==> config.mk <==
export PLATFORM = sky130hd
export DESIGN_NAME = alu_rr_arbiter
export DESIGN_NICKNAME = d
export VERILOG_FILES = /design/src/rtl/alu_pkg.sv /design/src/rtl/rr_arb2.sv /design/src/rtl/alu_rr_arbiter.sv
export SDC_FILE = /design/constraint.sdc
export NUM_CORES = 1
export LEC_CHECK = 0
export CAP_MARGIN = 30
export CORE_MARGIN = 2
export CORE_UTILIZATION = 38
export DETAILED_ROUTE_END_ITERATION = 7
export GPL_TIMING_DRIVEN = 0
export PLACE_DENSITY = 0.8
export SETUP_SLACK_MARGIN = 0.02
export SLEW_MARGIN = 20
export SYNTH_ARGS = -nofsm -noshare
export SYNTH_HDL_FRONTEND = slang
export SYNTH_SLANG_ARGS = --single-unit
==> constraint.sdc <==
create_clock -name clk -period 2 [get_ports clk]
set_clock_uncertainty 0.05 [all_clocks]
set_input_delay 0.2 -clock clk [delete_from_list [all_inputs] [get_ports clk]]
set_output_delay 0.2 -clock clk [all_outputs]
set_load 0.02 [all_outputs]
==> src/rtl/alu_pkg.sv <==
// rtl/alu_pkg.sv - shared widths, ALU opcodes and arbiter FSM encoding
package alu_pkg;

  localparam int DATA_W = 4;
  localparam int OP_W   = 4;

  localparam logic [OP_W-1:0] OP_ADD  = 4'b0100;
  localparam logic [OP_W-1:0] OP_SUB  = 4'b0101;
  localparam logic [OP_W-1:0] OP_NOT  = 4'b1000;
  localparam logic [OP_W-1:0] OP_OR   = 4'b1001;
  localparam logic [OP_W-1:0] OP_AND  = 4'b1010;
  localparam logic [OP_W-1:0] OP_XOR  = 4'b1011;
  localparam logic [OP_W-1:0] OP_SLL  = 4'b1100;
  localparam logic [OP_W-1:0] OP_SRL  = 4'b1101;
  localparam logic [OP_W-1:0] OP_SRA  = 4'b1110;
  localparam logic [OP_W-1:0] OP_PASS = 4'b1111;

  typedef enum logic [1:0] {
    ST_IDLE  = 2'd0,
    ST_ISSUE = 2'd1,
    ST_RESP  = 2'd2
  } state_t;

  function automatic logic op_known(input logic [OP_W-1:0] op);
    case (op)
      OP_ADD, OP_SUB, OP_NOT, OP_OR, OP_AND,
      OP_XOR, OP_SLL, OP_SRL, OP_SRA, OP_PASS: return 1'b1;
      default:                                 return 1'b0;
    endcase
  endfunction

endpackage

==> src/rtl/rr_arb2.sv <==
// rtl/rr_arb2.sv - two-way round-robin pick from valids and the last grant
module rr_arb2 (
  input  logic valid0,
  input  logic valid1,
  input  logic last_grant,
  output logic winner,
  output logic any_valid
);

  always_comb begin
    any_valid = valid0 | valid1;
    // On a tie the requester not served last wins; otherwise whoever is valid.
    winner    = (valid0 && valid1) ? ~last_grant : valid1;
  end

endmodule

==> src/rtl/alu_rr_arbiter.sv <==
// rtl/alu_rr_arbiter.sv - shares one external 4-bit ALU between two requesters
module alu_rr_arbiter
  import alu_pkg::*;
(
  input  logic              clk,
  input  logic              rst,
  input  logic              req0_valid,
  output logic              req0_ready,
  input  logic [OP_W-1:0]   req0_opcode,
  input  logic [DATA_W-1:0] req0_a,
  input  logic [DATA_W-1:0] req0_b,
  input  logic              req0_cin,
  input  logic              req1_valid,
  output logic              req1_ready,
  input  logic [OP_W-1:0]   req1_opcode,
  input  logic [DATA_W-1:0] req1_a,
  input  logic [DATA_W-1:0] req1_b,
  input  logic              req1_cin,
  output logic              resp0_valid,
  input  logic              resp0_ready,
  output logic [DATA_W-1:0] resp0_out,
  output logic              resp0_cout,
  output logic              resp0_err,
  output logic              resp1_valid,
  input  logic              resp1_ready,
  output logic [DATA_W-1:0] resp1_out,
  output logic              resp1_cout,
  output logic              resp1_err,
  output logic [DATA_W-1:0] alu_in1,
  output logic [DATA_W-1:0] alu_in2,
  output logic [OP_W-1:0]   alu_opcode,
  output logic              alu_cin,
  input  logic [DATA_W-1:0] alu_out,
  input  logic              alu_cout,
  output logic              busy
);

  state_t              state, state_nxt;
  logic                last_grant;
  logic                winner, any_valid;
  logic [OP_W-1:0]     op_q;
  logic [DATA_W-1:0]   a_q, b_q, res_q;
  logic                cin_q, tag_q, cout_q, err_q;
  logic                resp_hs;

  rr_arb2 u_arb (
    .valid0     (req0_valid),
    .valid1     (req1_valid),
    .last_grant (last_grant),
    .winner     (winner),
    .any_valid  (any_valid)
  );

  // Ready is masked during reset so nothing can look accepted while rst is high.
  assign req0_ready = !rst && (state == ST_IDLE) && any_valid && !winner;
  assign req1_ready = !rst && (state == ST_IDLE) && any_valid &&  winner;
  assign resp_hs    = (state == ST_RESP) && (tag_q ? resp1_ready : resp0_ready);

  always_comb begin
    state_nxt = state;
    case (state)
      ST_IDLE:  if (any_valid) state_nxt = ST_ISSUE;
      ST_ISSUE: state_nxt = ST_RESP;
      ST_RESP:  if (resp_hs) state_nxt = ST_IDLE;
      default:  state_nxt = ST_IDLE;
    endcase
  end

  always_ff @(posedge clk or posedge rst) begin
    if (rst) begin
      state      <= ST_IDLE;
      last_grant <= 1'b1;
      op_q       <= '0;
      a_q        <= '0;
      b_q        <= '0;
      cin_q      <= 1'b0;
      tag_q      <= 1'b0;
      res_q      <= '0;
      cout_q     <= 1'b0;
      err_q      <= 1'b0;
    end else begin
      state <= state_nxt;
      case (state)
        ST_IDLE: begin
          if (any_valid) begin
            tag_q <= winner;
            op_q  <= winner ? req1_opcode : req0_opcode;
            a_q   <= winner ? req1_a      : req0_a;
            b_q   <= winner ? req1_b      : req0_b;
            cin_q <= winner ? req1_cin    : req0_cin;
          end
        end
        ST_ISSUE: begin
          if (op_known(op_q)) begin
            res_q  <= alu_out;
            cout_q <= alu_cout;
            err_q  <= 1'b0;
          end else begin
            res_q  <= '0;
            cout_q <= 1'b0;
            err_q  <= 1'b1;
          end
        end
        ST_RESP: begin
          if (resp_hs) last_grant <= tag_q;
        end
        default: ;
      endcase
    end
  end

  assign alu_in1     = a_q;
  assign alu_in2     = b_q;
  assign alu_opcode  = op_q;
  assign alu_cin     = cin_q;

  assign resp0_valid = (state == ST_RESP) && !tag_q;
  assign resp1_valid = (state == ST_RESP) &&  tag_q;
  assign resp0_out   = res_q;
  assign resp1_out   = res_q;
  assign resp0_cout  = cout_q;
  assign resp1_cout  = cout_q;
  assign resp0_err   = err_q;
  assign resp1_err   = err_q;
  assign busy        = (state != ST_IDLE);

endmodule

# Word-level counts from Yosys, hierarchy flattened
# Memory sizes are Yosys's and may differ from the RTL's.
# Index checks and enable logic that the tools add are counted.
# word_totals
ramBits	0
romBits	16
word_cells	46
in_bits	37
latchBits	0
n_memories	1
out_inout_bits	30
register_bits	23
# memory_table
name	depth	width	rd	rd_ports_with_merged_regs	wr	line	rtl
(no name shown)	16	1	1	0	0	alu_pkg.sv:25	case (op)
# op_classes
addsub	0
n_mux	13
n_reduce_logical	16
div	0
eq_ne	4
order_cmp	0
n_bitwise	2
mul	0
n_shift	0
# op_table
operator	n
$mux W4	4
$logic_and A1 B1 Y1	8
$mux W1	6
$pmux W2 S3	1
$reduce_and A2 Y1	3
$mux W2	2
$ne A2 B2 Y1 const B	2
$logic_not A1 Y1	3
$eq A2 B1 Y1 const B	1
$eq A2 B2 Y1 const B	1
$logic_not A2 Y1	1
$reduce_bool A2 Y1	1
$not A1 Y1	1
$or A1 B1 Y1	1

# Longest topological paths before layout
# Gate-level depths: netlist of the first run.
# logic_depth
ltp_word	4
depth_mapped	4
depth_no_buf	3

# Cells and area by module
# Synthesis of the first run repeated with hierarchy kept, for this count alone.
# unflattened
cells_unflattened	103
area_unflattened_um2	1098.6
# by_module_without_submodules
mod	n_inst	area_per_inst_um2	cells_each	seq_area_each_um2
alu_rr_arbiter	1	1084.8	101	576.8
rr_arb2	1	13.8	2	0.0

# Worst setup path after synthesis of the first run
# No wires, ideal clock.
# synth_timing
path_type	register -> output
from	register state[1]
to	output port req0_ready
slack_ps	377
arrival_ps	1373
required_ps	1750
stages_incl_launch_ff	5
path_buffers	1
cell_sequence	dfrtp_1 nor2_1 o21ai_2 buf_2 nor3_1
# synth_via
elab_chain_cells	4
# synth_rtl
item	line	rtl
start, declared	alu_rr_arbiter.sv:38	state_t state, state_nxt;
start signal, assigned	alu_rr_arbiter.sv:82	state <= state_nxt;
$logic_not A2 Y1	alu_rr_arbiter.sv:55	assign req0_ready = !rst && (state == ST_IDLE) && any_valid && !winner;
$logic_and A1 B1 Y1 (3 in series)	alu_rr_arbiter.sv:55	
end, declared	alu_rr_arbiter.sv:8	output logic req0_ready,
# Every way passes these cells.

# Worst setup path in the final report of the first run
# layout_timing
from	register state[1]
to	output port req1_ready
# layout_via
elab_chain_cells	4
# layout_rtl
item	line	rtl
$logic_not A2 Y1	alu_rr_arbiter.sv:56	assign req1_ready = !rst && (state == ST_IDLE) && any_valid && winner;
$logic_and A1 B1 Y1 (3 in series)	alu_rr_arbiter.sv:56	
end, declared	alu_rr_arbiter.sv:14	output logic req1_ready,
# Every way passes these cells.

==> impl_metrics.tcl, run 1 <==
set metrics [dict create \
    cts.sinks 23 \
    arrival_ns 1.59 \
    antenna_left 0 \
    power_density_nw_per_um2 1400 \
    die_w_um 59.5 \
    grt_antenna_before_repair 0 \
    syn_area_sq_um 1170 \
    status "complete, no violations" \
    rows 20 \
    first_iter_violations 28 \
    area_growth_pct 66.2 \
    fmax_mhz 543 \
    peakVddDrop_mv 0.573 \
    core_sq_um 2980 \
    hold_buffers 0 \
    crit_chain "nor2_4 -> o21ai_4 -> buf_4 -> nor3_1 -> buf_2" \
    chipHeight_um 59.5 \
    drc_errors 0 \
    yosysSeqAreaShare 0.493 \
    slew_headroom 0.692 \
    crit_family "flip-flops" \
    internal_power_uw 1680 \
    min_period_over_period 0.920 \
    ys_ff_latch 23 \
    cap_viol_max_count 0 \
    cts_buffers 3 \
    seq_power_share 0.314 \
    path_class "flop to primary output" \
    antennaDiodeCount 0 \
    required_ns 1.75 \
    synthCells 88 \
    clk-insertion-delay-late_ns 0.31 \
    final_cell_mix "clkdlybuf4s50_1 (62), dfrtp_1 (22), mux2_2 (17)" \
    wirelength_um 2900 \
    synthTopCellsByArea "dfrtp_1 (47%), mux2_2 (16%), mux2_4 (10%)" \
    drtPass1Iterations 3 \
    drt-vias-per-instance 4.89 \
    min-delay-path-class "primary input to async pin" \
    grt_pass1_wl_um 4460 \
    grtUsageTotal 0.169 \
    gp_congestion 0.718 \
    final_max_slew_viol_count 0 \
    worst_slew_pin_slew_ns 0.462 \
    io_pins 67 \
    cp_max_fo 10 \
    dpl.hpwl_um 2240 \
    grt_max_degree 24 \
    cts_max_path_buffers 2 \
    critical_path_buf_inv_count 2 \
    ys_types 23 \
    critPathCaptureType "primary output" \
    slowest_stage "dfrtp_1" \
    htreeDepth 1 \
    overflow 0 \
    die-area_sq_um 3540 \
    switching_power_uw 1050 \
    syn-num-nets 125 \
    synth_top_area_share 0.471 \
    floorplan.initialDensity 0.393 \
    sw_frac_of_total 0.384 \
    fin_setup_tns_ns 0 \
    rsz0062_at_grt "no" \
    power.total_uw 2730 \
    wl_per_cell_um 15.1 \
    drive_gt1_frac 0.283 \
    port_buffers 66 \
    leakage_uw 0.000892 \
    grt_pass1_vias 967 \
    combPwrFrac 0.604 \
    cts_root_buffer "clkbuf_4" \
    hold_viol 0 \
    syn_area_per_cell_sq_um 13.3 \
    yosysWarnings 0 \
    startpoint_type "flop" \
    routed-via-count 938 \
    holdWs_ns 0.128 \
    max_stage_delay_ns 0.46 \
    post-route-min-period_ns 1.84 \
    layout.nets 197 \
    final_common_cell "clkdlybuf4s50_1" \
    setup_viol 0 \
    clkTransAtPathRegs_ns 0.13 \
    yosys.area.top_type "dfrtp_1" \
    pwr-share-clk 0.082 \
    cts_tree "built" \
]
layout make-up:
class,count,area (sq um)
flip-flops and latches,23,577
multi-input cells,51,518
inverters,5,18.8
fillers,238,1030
repair buffers,67,683
clock inverters,1,7.51
well taps,33,41.3
clock buffers,3,22.5
plain buffers,9,76.3
sequential cells by signal, summed over array words and instances, names as in the netlist:
register / cells
last_grant: 1
state: 2
alu_opcode: 4
tag_q: 1
alu_cin: 1
alu_in2: 4
resp0_cout: 1
resp0_out: 4
alu_in1: 4
resp0_err: 1
synthesized netlist by cell type:
library cell  number
a21bo_4            1
a21boi_0           1
a21o_1             1
a21oi_1            2
a22o_1             7
and2_1             1
buf_12             1
buf_2              1
buf_4              6
clkbuf_1           1
dfrtp_1           22
dfstp_2            1
inv_1              5
mux2_2            17
mux2_4             8
mux2i_1            2
nand2_1            1
nand2b_1           3
nor2_1             2
nor2b_1            1
nor3_1             2
o21ai_0            1
o21ai_2            1
power groups by stage:
stage	clock network, uW	logic, uW	registers [uW]
floorplan	0	699	1060
global placement	0	1610	838
detailed placement	0	1640	853
CTS	234	1670	851
global route	252	1760	890
finish	225	1650	856
kinds of logic after synthesis:
logic type | count (synthesis) | share of synthesized area
multiplexers | 27 | 0.283
flip-flops | 23 | 0.493
buffers and inverters | 14 | 0.0791
AND/OR/NAND/NOR | 10 | 0.0449
AO/OA/AOI/OAI | 14 | 0.0995
per-stage QoR:
stage	setup slack, ns	std cells	utilization	instance area [sq um]
5_1_grt	0.0179	192	0.653	1940
3_3_place_gp	-0.234	187	0.629	1870
6_report	0.159	192	0.653	1940
4_1_cts	0.0169	191	0.645	1920
3_5_place_dp	-0.247	187	0.629	1870
2_1_floorplan	0.377	88	-	1170
worst register-to-register path, cell delays in order (launching register included):
cell and delay, ns:
dfstp_2 0.59, a21bo_4 0.18, buf_12 0.15, mux2_4 0.30, mux2_2 0.26
what timing repair did:
item / in CTS / in global routing
gates cloned: 0 / 0
gates resized for setup: 12 / 5
buffers inserted: 0 / 0
endpoints found under the setup margin: 2 / 4
worst paths after layout:
path	from	end	slack, ns	cells past startpoint
worst max-delay path	state[1]	req1_ready	0.16	5
worst min-delay path	rst	alu_opcode[0]	0.13	2
worst max register to register	last_grant	alu_in2[2]	0.37	4
worst min register to register	alu_in1[3]	alu_in1[3]	0.47	1
max in group asynchronous	rst	last_grant	1.31	3
min in group clk	alu_cout	resp0_cout	0.44	2
per-layer routing:
metal,vias up,part of all wire,global-route usage
li1,448,-,-
met1,446,0.41,0.198
met2,40,0.51,0.305
met3,4,0.069,0.0349
met4,0,0.011,0.0552
met5,-,0,0
Note: power is estimated with default switching activity, not from simulation.
==> run 2, diff against run 1 <==
SLEW_MARGIN = 15   (was 20)
==> results of run 2 <==
Same layout as run 1: the final DEF is identical, and so are final timing and power.
